[src/rtl/dmem_arb_pkg.sv]
// Shared definitions for the data-memory port arbiter.
//   arbState_t : arbiter state (idle, lane 0 owns the port, lane 1 owns it)
//   LANE0/LANE1: lane index constants used for the round-robin pointer
//   satInc     : saturating increment for 32-bit event counters
package dmem_arb_pkg;

  typedef enum logic [1:0] {
    ST_IDLE = 2'd0,
    ST_OWN0 = 2'd1,
    ST_OWN1 = 2'd2
  } arbState_t;

  localparam logic LANE0 = 1'b0;
  localparam logic LANE1 = 1'b1;

  localparam int PERF_W = 32;

  function automatic logic [PERF_W-1:0] satInc(input logic [PERF_W-1:0] v, input logic en);
    return (en && (v != {PERF_W{1'b1}})) ? v + 1'b1 : v;
  endfunction

endpackage

[src/rtl/dmem_port_arbiter_if.sv]
// Bundle of the two lane request/response ports and the data-memory port.
//   master : core lanes plus memory (drive requests and mem_rdata)
//   slave  : the arbiter (drives ready, responses and mem_we/addr/wdata)
interface dmem_port_arbiter_if #(
  parameter int ADDR_W = 32,
  parameter int DATA_W = 32
);

  logic              req0_valid;
  logic              req0_we;
  logic              req0_lock;
  logic [ADDR_W-1:0] req0_addr;
  logic [DATA_W-1:0] req0_wdata;
  logic              req0_ready;
  logic              rsp0_valid;
  logic [DATA_W-1:0] rsp0_rdata;

  logic              req1_valid;
  logic              req1_we;
  logic              req1_lock;
  logic [ADDR_W-1:0] req1_addr;
  logic [DATA_W-1:0] req1_wdata;
  logic              req1_ready;
  logic              rsp1_valid;
  logic [DATA_W-1:0] rsp1_rdata;

  logic              mem_we;
  logic [ADDR_W-1:0] mem_addr;
  logic [DATA_W-1:0] mem_wdata;
  logic [DATA_W-1:0] mem_rdata;

  modport master (
    output req0_valid, req0_we, req0_lock, req0_addr, req0_wdata,
    input  req0_ready, rsp0_valid, rsp0_rdata,
    output req1_valid, req1_we, req1_lock, req1_addr, req1_wdata,
    input  req1_ready, rsp1_valid, rsp1_rdata,
    input  mem_we, mem_addr, mem_wdata,
    output mem_rdata
  );

  modport slave (
    input  req0_valid, req0_we, req0_lock, req0_addr, req0_wdata,
    output req0_ready, rsp0_valid, rsp0_rdata,
    input  req1_valid, req1_we, req1_lock, req1_addr, req1_wdata,
    output req1_ready, rsp1_valid, rsp1_rdata,
    output mem_we, mem_addr, mem_wdata,
    input  mem_rdata
  );

endinterface

[src/rtl/dmem_rsp_reg.sv]
// Per-lane read response register.
//   clk, reset : clock and asynchronous active-high reset
//   capture    : a read from this lane was granted this cycle
//   memRdata   : combinational read data from the data memory
//   rspValid   : one-cycle pulse the cycle after a granted read
//   rspRdata   : last read data, held until the next read of this lane
module dmem_rsp_reg #(
  parameter int DATA_W = 32
) (
  input  logic              clk,
  input  logic              reset,
  input  logic              capture,
  input  logic [DATA_W-1:0] memRdata,
  output logic              rspValid,
  output logic [DATA_W-1:0] rspRdata
);

  always_ff @(posedge clk or posedge reset) begin
    if (reset) begin
      rspValid <= 1'b0;
      rspRdata <= '0;
    end else begin
      rspValid <= capture;
      if (capture) rspRdata <= memRdata;
    end
  end

endmodule

[src/rtl/dmem_port_arbiter.sv]
// Two-lane arbiter for the single-ported data memory.
// One access is granted per cycle with round-robin priority between lanes;
// a granted access with lock=1 gives that lane exclusive ownership until it
// issues an unlocking access or the lock has been held LOCK_MAX cycles.
// Read data comes back through a registered response one cycle after grant.
//   clk, reset : clock, asynchronous active-high reset
//   bus        : lane request/response ports and data-memory port (slave)
// Optional build macro DMEM_ARB_PERF_EN adds saturating counters and ports:
//   perf_grant0, perf_grant1, perf_conflict, perf_lock_timeout
module dmem_port_arbiter
  import dmem_arb_pkg::*;
#(
  parameter int ADDR_W   = 32,
  parameter int DATA_W   = 32,
  parameter int LOCK_MAX = 8
) (
  input  logic clk,
  input  logic reset,
  dmem_port_arbiter_if.slave bus
`ifdef DMEM_ARB_PERF_EN
  ,
  output logic [PERF_W-1:0] perf_grant0,
  output logic [PERF_W-1:0] perf_grant1,
  output logic [PERF_W-1:0] perf_conflict,
  output logic [PERF_W-1:0] perf_lock_timeout
`endif
);

  localparam int CNT_W = (LOCK_MAX > 2) ? $clog2(LOCK_MAX) : 1;
  localparam logic [CNT_W-1:0] CNT_LAST = CNT_W'(LOCK_MAX - 1);

  arbState_t        state;
  logic             rrPtr;
  logic [CNT_W-1:0] lockCnt;

  logic grant0;
  logic grant1;
  logic anyGrant;
  logic grantLane;
  logic grantLock;
  logic bothValid;

  assign bothValid = bus.req0_valid & bus.req1_valid;
  assign anyGrant  = grant0 | grant1;
  assign grantLane = grant1 ? LANE1 : LANE0;
  assign grantLock = grant1 ? bus.req1_lock : bus.req0_lock;

  // Grant decode: reset forces no grant so nothing reaches the memory
  // while the arbiter state is being cleared.
  always_comb begin
    grant0 = 1'b0;
    grant1 = 1'b0;
    if (!reset) begin
      case (state)
        ST_IDLE: begin
          if (bothValid) begin
            grant0 = (rrPtr == LANE0);
            grant1 = (rrPtr == LANE1);
          end else begin
            grant0 = bus.req0_valid;
            grant1 = bus.req1_valid;
          end
        end
        ST_OWN0: grant0 = bus.req0_valid;
        ST_OWN1: grant1 = bus.req1_valid;
        default: ;
      endcase
    end
  end

  assign bus.req0_ready = grant0;
  assign bus.req1_ready = grant1;

  always_comb begin
    bus.mem_we    = 1'b0;
    bus.mem_addr  = '0;
    bus.mem_wdata = '0;
    if (grant0) begin
      bus.mem_we    = bus.req0_we;
      bus.mem_addr  = bus.req0_addr;
      bus.mem_wdata = bus.req0_wdata;
    end else if (grant1) begin
      bus.mem_we    = bus.req1_we;
      bus.mem_addr  = bus.req1_addr;
      bus.mem_wdata = bus.req1_wdata;
    end
  end

`ifdef DMEM_ARB_PERF_EN
  logic lockTimeout;
`endif

  // Ownership state machine. The lock counter runs every owned cycle,
  // granted or not, so an owner that stalls cannot starve the other lane.
  always_ff @(posedge clk or posedge reset) begin
    if (reset) begin
      state   <= ST_IDLE;
      rrPtr   <= LANE0;
      lockCnt <= '0;
`ifdef DMEM_ARB_PERF_EN
      lockTimeout <= 1'b0;
`endif
    end else begin
`ifdef DMEM_ARB_PERF_EN
      lockTimeout <= 1'b0;
`endif
      case (state)
        ST_IDLE: begin
          if (anyGrant) begin
            if (bothValid) rrPtr <= ~grantLane;
            if (grantLock) begin
              state   <= (grantLane == LANE1) ? ST_OWN1 : ST_OWN0;
              lockCnt <= '0;
            end
          end
        end
        ST_OWN0, ST_OWN1: begin
          if (lockCnt == CNT_LAST) begin
            state   <= ST_IDLE;
            rrPtr   <= (state == ST_OWN0) ? LANE1 : LANE0;
            lockCnt <= '0;
`ifdef DMEM_ARB_PERF_EN
            lockTimeout <= 1'b1;
`endif
          end else if (anyGrant && !grantLock) begin
            state   <= ST_IDLE;
            rrPtr   <= ~grantLane;
            lockCnt <= '0;
          end else begin
            lockCnt <= lockCnt + 1'b1;
          end
        end
        default: begin
          state   <= ST_IDLE;
          lockCnt <= '0;
        end
      endcase
    end
  end

  dmem_rsp_reg #(.DATA_W(DATA_W)) u_rsp0 (
    .clk      (clk),
    .reset    (reset),
    .capture  (grant0 & ~bus.req0_we),
    .memRdata (bus.mem_rdata),
    .rspValid (bus.rsp0_valid),
    .rspRdata (bus.rsp0_rdata)
  );

  dmem_rsp_reg #(.DATA_W(DATA_W)) u_rsp1 (
    .clk      (clk),
    .reset    (reset),
    .capture  (grant1 & ~bus.req1_we),
    .memRdata (bus.mem_rdata),
    .rspValid (bus.rsp1_valid),
    .rspRdata (bus.rsp1_rdata)
  );

`ifdef DMEM_ARB_PERF_EN
  // Both lanes valid means exactly one of them is stalled this cycle.
  always_ff @(posedge clk or posedge reset) begin
    if (reset) begin
      perf_grant0       <= '0;
      perf_grant1       <= '0;
      perf_conflict     <= '0;
      perf_lock_timeout <= '0;
    end else begin
      perf_grant0       <= satInc(perf_grant0, grant0);
      perf_grant1       <= satInc(perf_grant1, grant1);
      perf_conflict     <= satInc(perf_conflict, bothValid & anyGrant);
      perf_lock_timeout <= satInc(perf_lock_timeout, lockTimeout);
    end
  end
`endif

endmodule

[src/flat_wrapper.sv]
// flat-port wrapper written by rule: the top's interface ports become plain ports
module dmem_port_arbiter_flat import dmem_arb_pkg::*;
#(
  parameter int ADDR_W   = 32,
  parameter int DATA_W   = 32,
  parameter int LOCK_MAX = 8
)
  (clk, reset, bus_req0_valid, bus_req0_we, bus_req0_lock, bus_req0_addr, bus_req0_wdata, bus_req0_ready, bus_rsp0_valid, bus_rsp0_rdata, bus_req1_valid, bus_req1_we, bus_req1_lock, bus_req1_addr, bus_req1_wdata, bus_req1_ready, bus_rsp1_valid, bus_rsp1_rdata, bus_mem_we, bus_mem_addr, bus_mem_wdata, bus_mem_rdata);
  dmem_port_arbiter_if #(.ADDR_W(ADDR_W), .DATA_W(DATA_W)) bus_i ();
  input  logic clk;
  input  logic reset;
  input wire logic [$bits(bus_i.req0_valid)-1:0] bus_req0_valid;
  input wire logic [$bits(bus_i.req0_we)-1:0] bus_req0_we;
  input wire logic [$bits(bus_i.req0_lock)-1:0] bus_req0_lock;
  input wire logic [$bits(bus_i.req0_addr)-1:0] bus_req0_addr;
  input wire logic [$bits(bus_i.req0_wdata)-1:0] bus_req0_wdata;
  output wire logic [$bits(bus_i.req0_ready)-1:0] bus_req0_ready;
  output wire logic [$bits(bus_i.rsp0_valid)-1:0] bus_rsp0_valid;
  output wire logic [$bits(bus_i.rsp0_rdata)-1:0] bus_rsp0_rdata;
  input wire logic [$bits(bus_i.req1_valid)-1:0] bus_req1_valid;
  input wire logic [$bits(bus_i.req1_we)-1:0] bus_req1_we;
  input wire logic [$bits(bus_i.req1_lock)-1:0] bus_req1_lock;
  input wire logic [$bits(bus_i.req1_addr)-1:0] bus_req1_addr;
  input wire logic [$bits(bus_i.req1_wdata)-1:0] bus_req1_wdata;
  output wire logic [$bits(bus_i.req1_ready)-1:0] bus_req1_ready;
  output wire logic [$bits(bus_i.rsp1_valid)-1:0] bus_rsp1_valid;
  output wire logic [$bits(bus_i.rsp1_rdata)-1:0] bus_rsp1_rdata;
  output wire logic [$bits(bus_i.mem_we)-1:0] bus_mem_we;
  output wire logic [$bits(bus_i.mem_addr)-1:0] bus_mem_addr;
  output wire logic [$bits(bus_i.mem_wdata)-1:0] bus_mem_wdata;
  input wire logic [$bits(bus_i.mem_rdata)-1:0] bus_mem_rdata;
  assign bus_i.req0_valid = bus_req0_valid;
  assign bus_i.req0_we = bus_req0_we;
  assign bus_i.req0_lock = bus_req0_lock;
  assign bus_i.req0_addr = bus_req0_addr;
  assign bus_i.req0_wdata = bus_req0_wdata;
  assign bus_req0_ready = bus_i.req0_ready;
  assign bus_rsp0_valid = bus_i.rsp0_valid;
  assign bus_rsp0_rdata = bus_i.rsp0_rdata;
  assign bus_i.req1_valid = bus_req1_valid;
  assign bus_i.req1_we = bus_req1_we;
  assign bus_i.req1_lock = bus_req1_lock;
  assign bus_i.req1_addr = bus_req1_addr;
  assign bus_i.req1_wdata = bus_req1_wdata;
  assign bus_req1_ready = bus_i.req1_ready;
  assign bus_rsp1_valid = bus_i.rsp1_valid;
  assign bus_rsp1_rdata = bus_i.rsp1_rdata;
  assign bus_mem_we = bus_i.mem_we;
  assign bus_mem_addr = bus_i.mem_addr;
  assign bus_mem_wdata = bus_i.mem_wdata;
  assign bus_i.mem_rdata = bus_mem_rdata;
  dmem_port_arbiter #(.ADDR_W(ADDR_W), .DATA_W(DATA_W), .LOCK_MAX(LOCK_MAX)) u_core (.clk(clk), .reset(reset), .bus(bus_i));
endmodule
[config.mk]
export PLATFORM = sky130hd
export DESIGN_NAME = dmem_port_arbiter_flat
export DESIGN_NICKNAME = d
export VERILOG_FILES = /design/src/rtl/dmem_arb_pkg.sv /design/src/rtl/dmem_port_arbiter_if.sv /design/src/rtl/dmem_rsp_reg.sv /design/src/rtl/dmem_port_arbiter.sv /design/src/flat_wrapper.sv
export SDC_FILE = /design/constraint.sdc
export NUM_CORES = 1
export LEC_CHECK = 0
export BUFFER_PORTS_ARGS = -buffer_cell sky130_fd_sc_hd__buf_2
export CAP_MARGIN = 20
export CORE_AREA = 2 2 117 119
export DETAILED_ROUTE_END_ITERATION = 8
export DIE_AREA = 0 0 119 121
export PLACE_DENSITY_LB_ADDON = 0.3
export SLEW_MARGIN = 30
export SYNTH_ARGS = -nofsm -noshare
export SYNTH_HDL_FRONTEND = slang
export SYNTH_SLANG_ARGS = --single-unit
[constraint.sdc]
create_clock -name clk -period 2.9 [get_ports clk]
set_input_delay 0.87 -clock clk [delete_from_list [all_inputs] [get_ports clk]]
set_output_delay 0.87 -clock clk [all_outputs]
set_load 0.01 [all_outputs]
Yosys cells after proc, flatten, opt, wreduce, memory -nomap -nowiden --
Index checks and enable logic that the tools add are counted.
Storage, ports and cells: bits in registers 72, input port bits 168, output and inout port bits 133, word-level logic and storage cells 62
Operators by class: $add $sub $neg 1, eq/ne operators 7, multiplexer cells 31, bitwise operators 8, reductions and logical operators 8
Operators by type and width (count):
- 32-bit two-way mux | 4
- 1-bit two-way mux | 13
- 3-bit two-way mux | 4
- 2-bit two-way mux | 5
- 2-bit by 1-bit inequality test with 1-bit output (second input constant) | 3
- 1-bit case mux with 2 select lines | 3
- 3-bit case mux with 2 select lines | 1
- 1-bit NOT | 4
- 2-bit case mux with 2 select lines | 1
- 4-bit AND reduction | 1
- 3-bit by 1-bit adder with 3-bit output (second input constant) | 1
- 1-bit bitwise AND | 3
- 3-bit == test (second input constant) | 1
- 3-bit by 1-bit inequality test with 1-bit output (second input constant) | 1
- 3-bit AND reduction | 1
- 2-bit by 1-bit == test with 1-bit output (second input constant) | 1
- 2-bit == test (second input constant) | 1
- 2-bit zero test | 1
- 2-bit AND reduction | 1
- 2-bit nonzero test | 1
- 2-bit OR reduction | 1
- 1-bit logical AND | 1
- 1-bit zero test | 1
- 1-bit bitwise OR | 1

Depth between registers and ports, before layout --
depth in word-level cells 10, depth in mapped cells 9, mapped depth without buffers 8

Modules after synthesis --
A second synthesis with hierarchy kept.
Unflattened totals: cells, all modules 270, area, all modules 3865.0 um^2
Modules (own cells, without submodules):
- dmem_rsp_reg | times used 2, cells each 70, area each 1373.8 um^2, seq. area each 825.8 um^2
- dmem_port_arbiter | times used 1, cells each 130, area each 1117.3 um^2, seq. area each 150.1 um^2

Worst setup path before layout --
OpenSTA, ideal clock, no wires.
path type input-to-output, from input bus_req0_valid, to output bus_mem_addr[12], arrival time 1947 ps, required time 2030 ps, path slack 83 ps, stages 6, path buffers 2, cell sequence or3b_4 > nand3_2 > nor2_1 > buf_2 > buf_2 > a22o_1
On the way: cells in the longest elaborated chain, start to end 6, elaborated cells on any way between the ends 9, classes of those cells 8 x mux; 1 x bitwise
Ends and longest elaborated chain:
- start, declared | RTL line flat_wrapper.sv:12 | input wire logic [$bits(bus_i.req0_valid)-1:0] bus_req0_valid;
- 1-bit bitwise AND | RTL line dmem_port_arbiter.sv:43 | assign bothValid = bus.req0_valid & bus.req1_valid;
- 1-bit two-way mux | RTL line dmem_port_arbiter.sv:56 | if (bothValid) begin
- 1-bit case mux with 2 select lines | RTL line dmem_port_arbiter.sv:54 | case (state)
- 1-bit two-way mux | RTL line dmem_port_arbiter.sv:53 | if (!reset) begin
- 32-bit two-way mux | RTL line dmem_port_arbiter.sv:82 | end else if (grant1) begin
- 32-bit two-way mux * | RTL line dmem_port_arbiter.sv:78 | if (grant0) begin
- end, declared | RTL line flat_wrapper.sv:29 | output wire logic [$bits(bus_i.mem_addr)-1:0] bus_mem_addr;
Mark *: on every way between the ends. The rest lies on a longest branch, timed or not.

Final worst setup path --
from register u_core.state[0], to output bus_mem_wdata[3]
On the way: cells in the longest elaborated chain, start to end 5, elaborated cells on any way between the ends 9, classes of those cells 2 x eq/ne; 6 x mux; 1 x reduce/logical
Ends and longest elaborated chain:
- start, declared | RTL line dmem_port_arbiter.sv:32 | arbState_t state;
- start signal, assigned | RTL line dmem_port_arbiter.sv:112 | state <= (grantLane == LANE1) ? ST_OWN1 : ST_OWN0;
- 2-bit == test or 2-bit zero test (tied branches) | RTL line dmem_port_arbiter.sv:54
- 1-bit case mux with 2 select lines | RTL line dmem_port_arbiter.sv:54
- 1-bit two-way mux | RTL line dmem_port_arbiter.sv:53
- 32-bit two-way mux | RTL line dmem_port_arbiter.sv:82
- 32-bit two-way mux * | RTL line dmem_port_arbiter.sv:78
- end, declared | RTL line flat_wrapper.sv:30 | output wire logic [$bits(bus_i.mem_wdata)-1:0] bus_mem_wdata;
Marks and branches as above.

==> results.cfg <==
[setup_path]
worst-r2r-cell-count = 11
critPathSlowestCell = sky130_fd_sc_hd__or3b_4
cp_slowest_stage_delay_ns = 0.41
timing.critical_path.from_type = register
worstSetupPathType = register to output port
endpoint_kind = output port
worst-endpoint-required_ns = 2.03
crit_chain = inv_2, ha_4, or3b_4, nand3_4, nor2_4, buf_6, buf_16, a22o_4, buf_6
critical_path.top_delay_family = simple AND/OR/NAND/NOR gates
cp.buffers_inverters = 4
path_common_cell = sky130_fd_sc_hd__buf_6
critical_path_peak_fanout = 6
r2r-end = u_core.lockCnt[0]
cp_data_arrival_time_ns = 2.15
rrSetupSlack_ns = 0.63
beginning_of_the_worst_register_to_register_path = u_core.state[0]

[synth]
syn-instance-count = 268
count_of_warnings_emitted_by_yosys = 0
multiplexer_area_fraction_after_synthesis_pct = 21.6
synth_top_cells_by_area = sky130_fd_sc_hd__dfrtp_1 51%, sky130_fd_sc_hd__mux2_2 21%, sky130_fd_sc_hd__a22o_1 17%
yosys_top_cell_area_share_pct = 51.0
post-synth-top-area-cell = sky130_fd_sc_hd__dfrtp_1
synth_compound_gate_area_share_pct = 19.0
synth.distinct_cells = 29
synth.cell_area_mm2 = 0.00353
postSynthNetCount = 441
avgSynthCellArea_um2 = 13.2
dominant_combinational_cell_family_by_area_after_synthesis = multiplexers
adder_cell_fraction_of_synth_area_pct = 1.77
ys_ff_latch = 72
synth_xor_xnor_area_share_pct = 0
synth_simple_gate_area_share_pct = 2.98
synth_seq_area_share_pct = 51.0

[cells_and_area]
mostFrequentLayoutCells = 283 x sky130_fd_sc_hd__buf_2, 72 x sky130_fd_sc_hd__dfrtp_1, 65 x sky130_fd_sc_hd__mux2_2, 54 x sky130_fd_sc_hd__a22o_1, 22 x sky130_fd_sc_hd__buf_6
layout_commonest_cell = sky130_fd_sc_hd__buf_2
nets = 763
layout-drive-gt1-share_pct = 74.5
finalCoreUtilization_pct = 48.3
synthToLayoutAreaGrowth_pct = 78.8
post-route-cell-area_mm2 = 0.00632

[grt]
grt_usage_pct = 21.8
grt_first_pass_wirelength_um = 23200
grt-busiest-layer = met2
grtUsageMet1_pct = 26.3
vias_in_the_first_global_route = 3867
gr-usage-met3_pct = 7.19
initial_antenna_violation_count = 6
grt_remaining_overflow = 0
grtUsageMet2_pct = 37.4
pin_count_of_the_biggest_net_entering_global_routing = 39

[hold_path]
min_delay_worst_endpoint = u_core.u_rsp0.rspRdata[29]
hold_path.class = register to register
hold_path_startpoint = u_core.u_rsp0.rspRdata[29]
holdPathStages = 1

[clock_network]
worst_skew_pair.late_latency_ns = 0.33
hold_fix_buffers_cts = 0
htreeDepth = 3
number_of_sinks_on_the_clock_net = 72
cts_made_buffers = 9
tritoncts = done
cts-root-to-sink-buffers = 2
root_buffer = sky130_fd_sc_hd__clkbuf_16
cts.clk_slew.worst_paths_ns = 0.06

[timing]
finalMaxSlewViolations = 0
grt_setup_unrepaired = yes
tightestPinTransition_ns = 0.508
finalSetupTns_ns = -4.47
final-hold-violation-count = 0
setup_slack_ns = -0.124
hold_ws_ns = 0.499
finalCriticalPeriod_ns = 3.02
maxSlewHeadroom_pct = 66.1
layout_worst_path_cycle_share_pct = 104
clock_skew_ns = 0.00858
final-setup-viol-count = 65
achievable-frequency_ghz = 0.331

[drt]
drt-wirelength-per-cell_um = 20.9
drc_violation_count_after_routing = 0
drt-total-wl_um = 16200
firstDrtPassIters = 4
via_count = 3698
starting_drt_drc_count = 128
drtAntennaViolNets = 0
drt-vias-per-instance = 4.77

[power_and_ir_drop]
netSwitchingPower_uw = 2120
worst_ir_drop_vdd_uv = 606
comb_power_share_pct = 51.0
leakagePower_uw = 0.00332
totalPowerFinal_uw = 6020
pwr-share-clk_pct = 19.9
power.sequential.fraction_pct = 29.1
p_int_uw = 3910
switching_share_pct = 35.2
power_per_cell_area_mw_per_mm2 = 954

[floorplan]
core_area_mm2 = 0.0131
std_cell_rows = 42
start_util_pct = 27.0
ioPinCount = 301
die_h_um = 121
dieWidth_um = 119
die_footprint_mm2 = 0.0144

[status]
run_status = finished, violations left
violated_checks = negative setup slack

[placed_design]
place_area_mm2 = 0.00531
dp.final_hpwl_um = 12200
place_congestion = 0.972
port_buffers = 300

[run]
drv_cap = 0
==> state kept, by name (all words and copies together), names as in the netlist <==
name	count
u_core.rrPtr	1
u_core.lockCnt	3
u_core.u_rsp0.rspValid	1
u_core.u_rsp0.rspRdata	32
u_core.u_rsp1.rspRdata	32
u_core.u_rsp1.rspValid	1
u_core.state	2
==> worst reg2reg max path, cell delays in order, from the launching register on <==
cell                       delay (ns)
sky130_fd_sc_hd__dfrtp_1         0.36
sky130_fd_sc_hd__inv_2           0.08
sky130_fd_sc_hd__ha_4            0.17
sky130_fd_sc_hd__or3b_4          0.41
sky130_fd_sc_hd__nand3_4         0.10
sky130_fd_sc_hd__buf_4           0.11
sky130_fd_sc_hd__buf_4           0.10
sky130_fd_sc_hd__buf_6           0.12
sky130_fd_sc_hd__inv_4           0.05
sky130_fd_sc_hd__o311ai_4        0.26
sky130_fd_sc_hd__nor2_1          0.13
sky130_fd_sc_hd__mux2_2          0.27
==> metrics by stage <==
| stage | cells | setup slack, ns |
|---|---|---|
| after floorplan | 268 | 0.0826 |
| after global placement | 734 | -0.114 |
| after detailed placement | 734 | -0.128 |
| after CTS | 764 | -0.131 |
| after global routing | 773 | -0.182 |
| final | 776 | -0.124 |
==> timing repair <==
item | CTS | global route
buffers inserted | 7 | 4
endpoints found under the setup margin | 65 | 65
resized for setup | 49 | 14
pin swaps | 14 | 10
gates cloned | 7 | 4
==> metal layers <==
layer,up-vias,part of all wire (%)
met5,-,0.14
met1,1792,39
met2,209,50
li1,1669,-
met3,24,9.7
met4,4,1.6
==> cells in the mapped netlist <==
cell	instances
sky130_fd_sc_hd__o31a_1	1
sky130_fd_sc_hd__a21boi_1	1
sky130_fd_sc_hd__nand2_1	4
sky130_fd_sc_hd__mux2_2	65
sky130_fd_sc_hd__mux2_1	1
sky130_fd_sc_hd__mux2i_1	2
sky130_fd_sc_hd__or3b_4	1
sky130_fd_sc_hd__buf_4	1
sky130_fd_sc_hd__o21ai_2	2
sky130_fd_sc_hd__o311ai_4	1
sky130_fd_sc_hd__inv_2	2
sky130_fd_sc_hd__dfrtp_1	72
sky130_fd_sc_hd__a31oi_1	1
sky130_fd_sc_hd__buf_1	4
sky130_fd_sc_hd__nand4b_1	1
sky130_fd_sc_hd__a21oi_1	2
sky130_fd_sc_hd__nand3_1	1
sky130_fd_sc_hd__nand2b_1	1
sky130_fd_sc_hd__or2_2	1
sky130_fd_sc_hd__nand3_2	1
sky130_fd_sc_hd__ha_1	5
sky130_fd_sc_hd__inv_1	6
sky130_fd_sc_hd__nor2_2	1
sky130_fd_sc_hd__nor2_1	3
sky130_fd_sc_hd__o31ai_1	1
sky130_fd_sc_hd__clkbuf_1	3
sky130_fd_sc_hd__nor2b_1	4
sky130_fd_sc_hd__buf_2	13
sky130_fd_sc_hd__a22o_1	67
==> power groups by stage <==
stage | Combinational [uW] | Sequential, uW | Clock [uW]
after floorplan | 1220 | 1950 | 0
after global placement | 2510 | 1720 | 0
after detailed placement | 2560 | 1750 | 0
after CTS | 2980 | 1750 | 1230
after global routing | 3290 | 1810 | 1290
final | 3070 | 1750 | 1200
==> area by class of cell <==
type                    instances  area [um2]
multi-input cells             167        1770
flip-flops and latches         72        1800
well taps                     176         220
diodes                          5        12.5
fillers                      1221        6770
inverters                       8        32.5
clock buffers                   9         225
repair buffers                332        2150
clock inverters                 7         103
==> cell families (layout without fill, tap and decap cells) <==
| family | Yosys count | after routing |
|---|---|---|
| buffers and inverters | 29 | 356 |
| and+or+nand+nor | 18 | 18 |
| DFF | 72 | 72 |
| AOI/OAI and AO/OA | 76 | 76 |
| other | 0 | 5 |
| adders and majority gates | 5 | 5 |
| muxes | 68 | 68 |
==> worst max-delay path by stage <==
stage | start | endpoint | slack (ns) | cells past startpoint
after CTS | u_core.state[0] | bus_mem_addr[9] | -0.13 | 9
after global routing | u_core.state[0] | bus_mem_addr[5] | -0.18 | 9
after global placement | bus_req0_valid | bus_mem_wdata[6] | -0.11 | 7
after floorplan | bus_req0_valid | bus_mem_addr[12] | 0.08 | 6
final | u_core.state[0] | bus_mem_wdata[3] | -0.12 | 9
after detailed placement | bus_req0_valid | bus_mem_wdata[6] | -0.13 | 7
(Power assumes the default switching activity.)
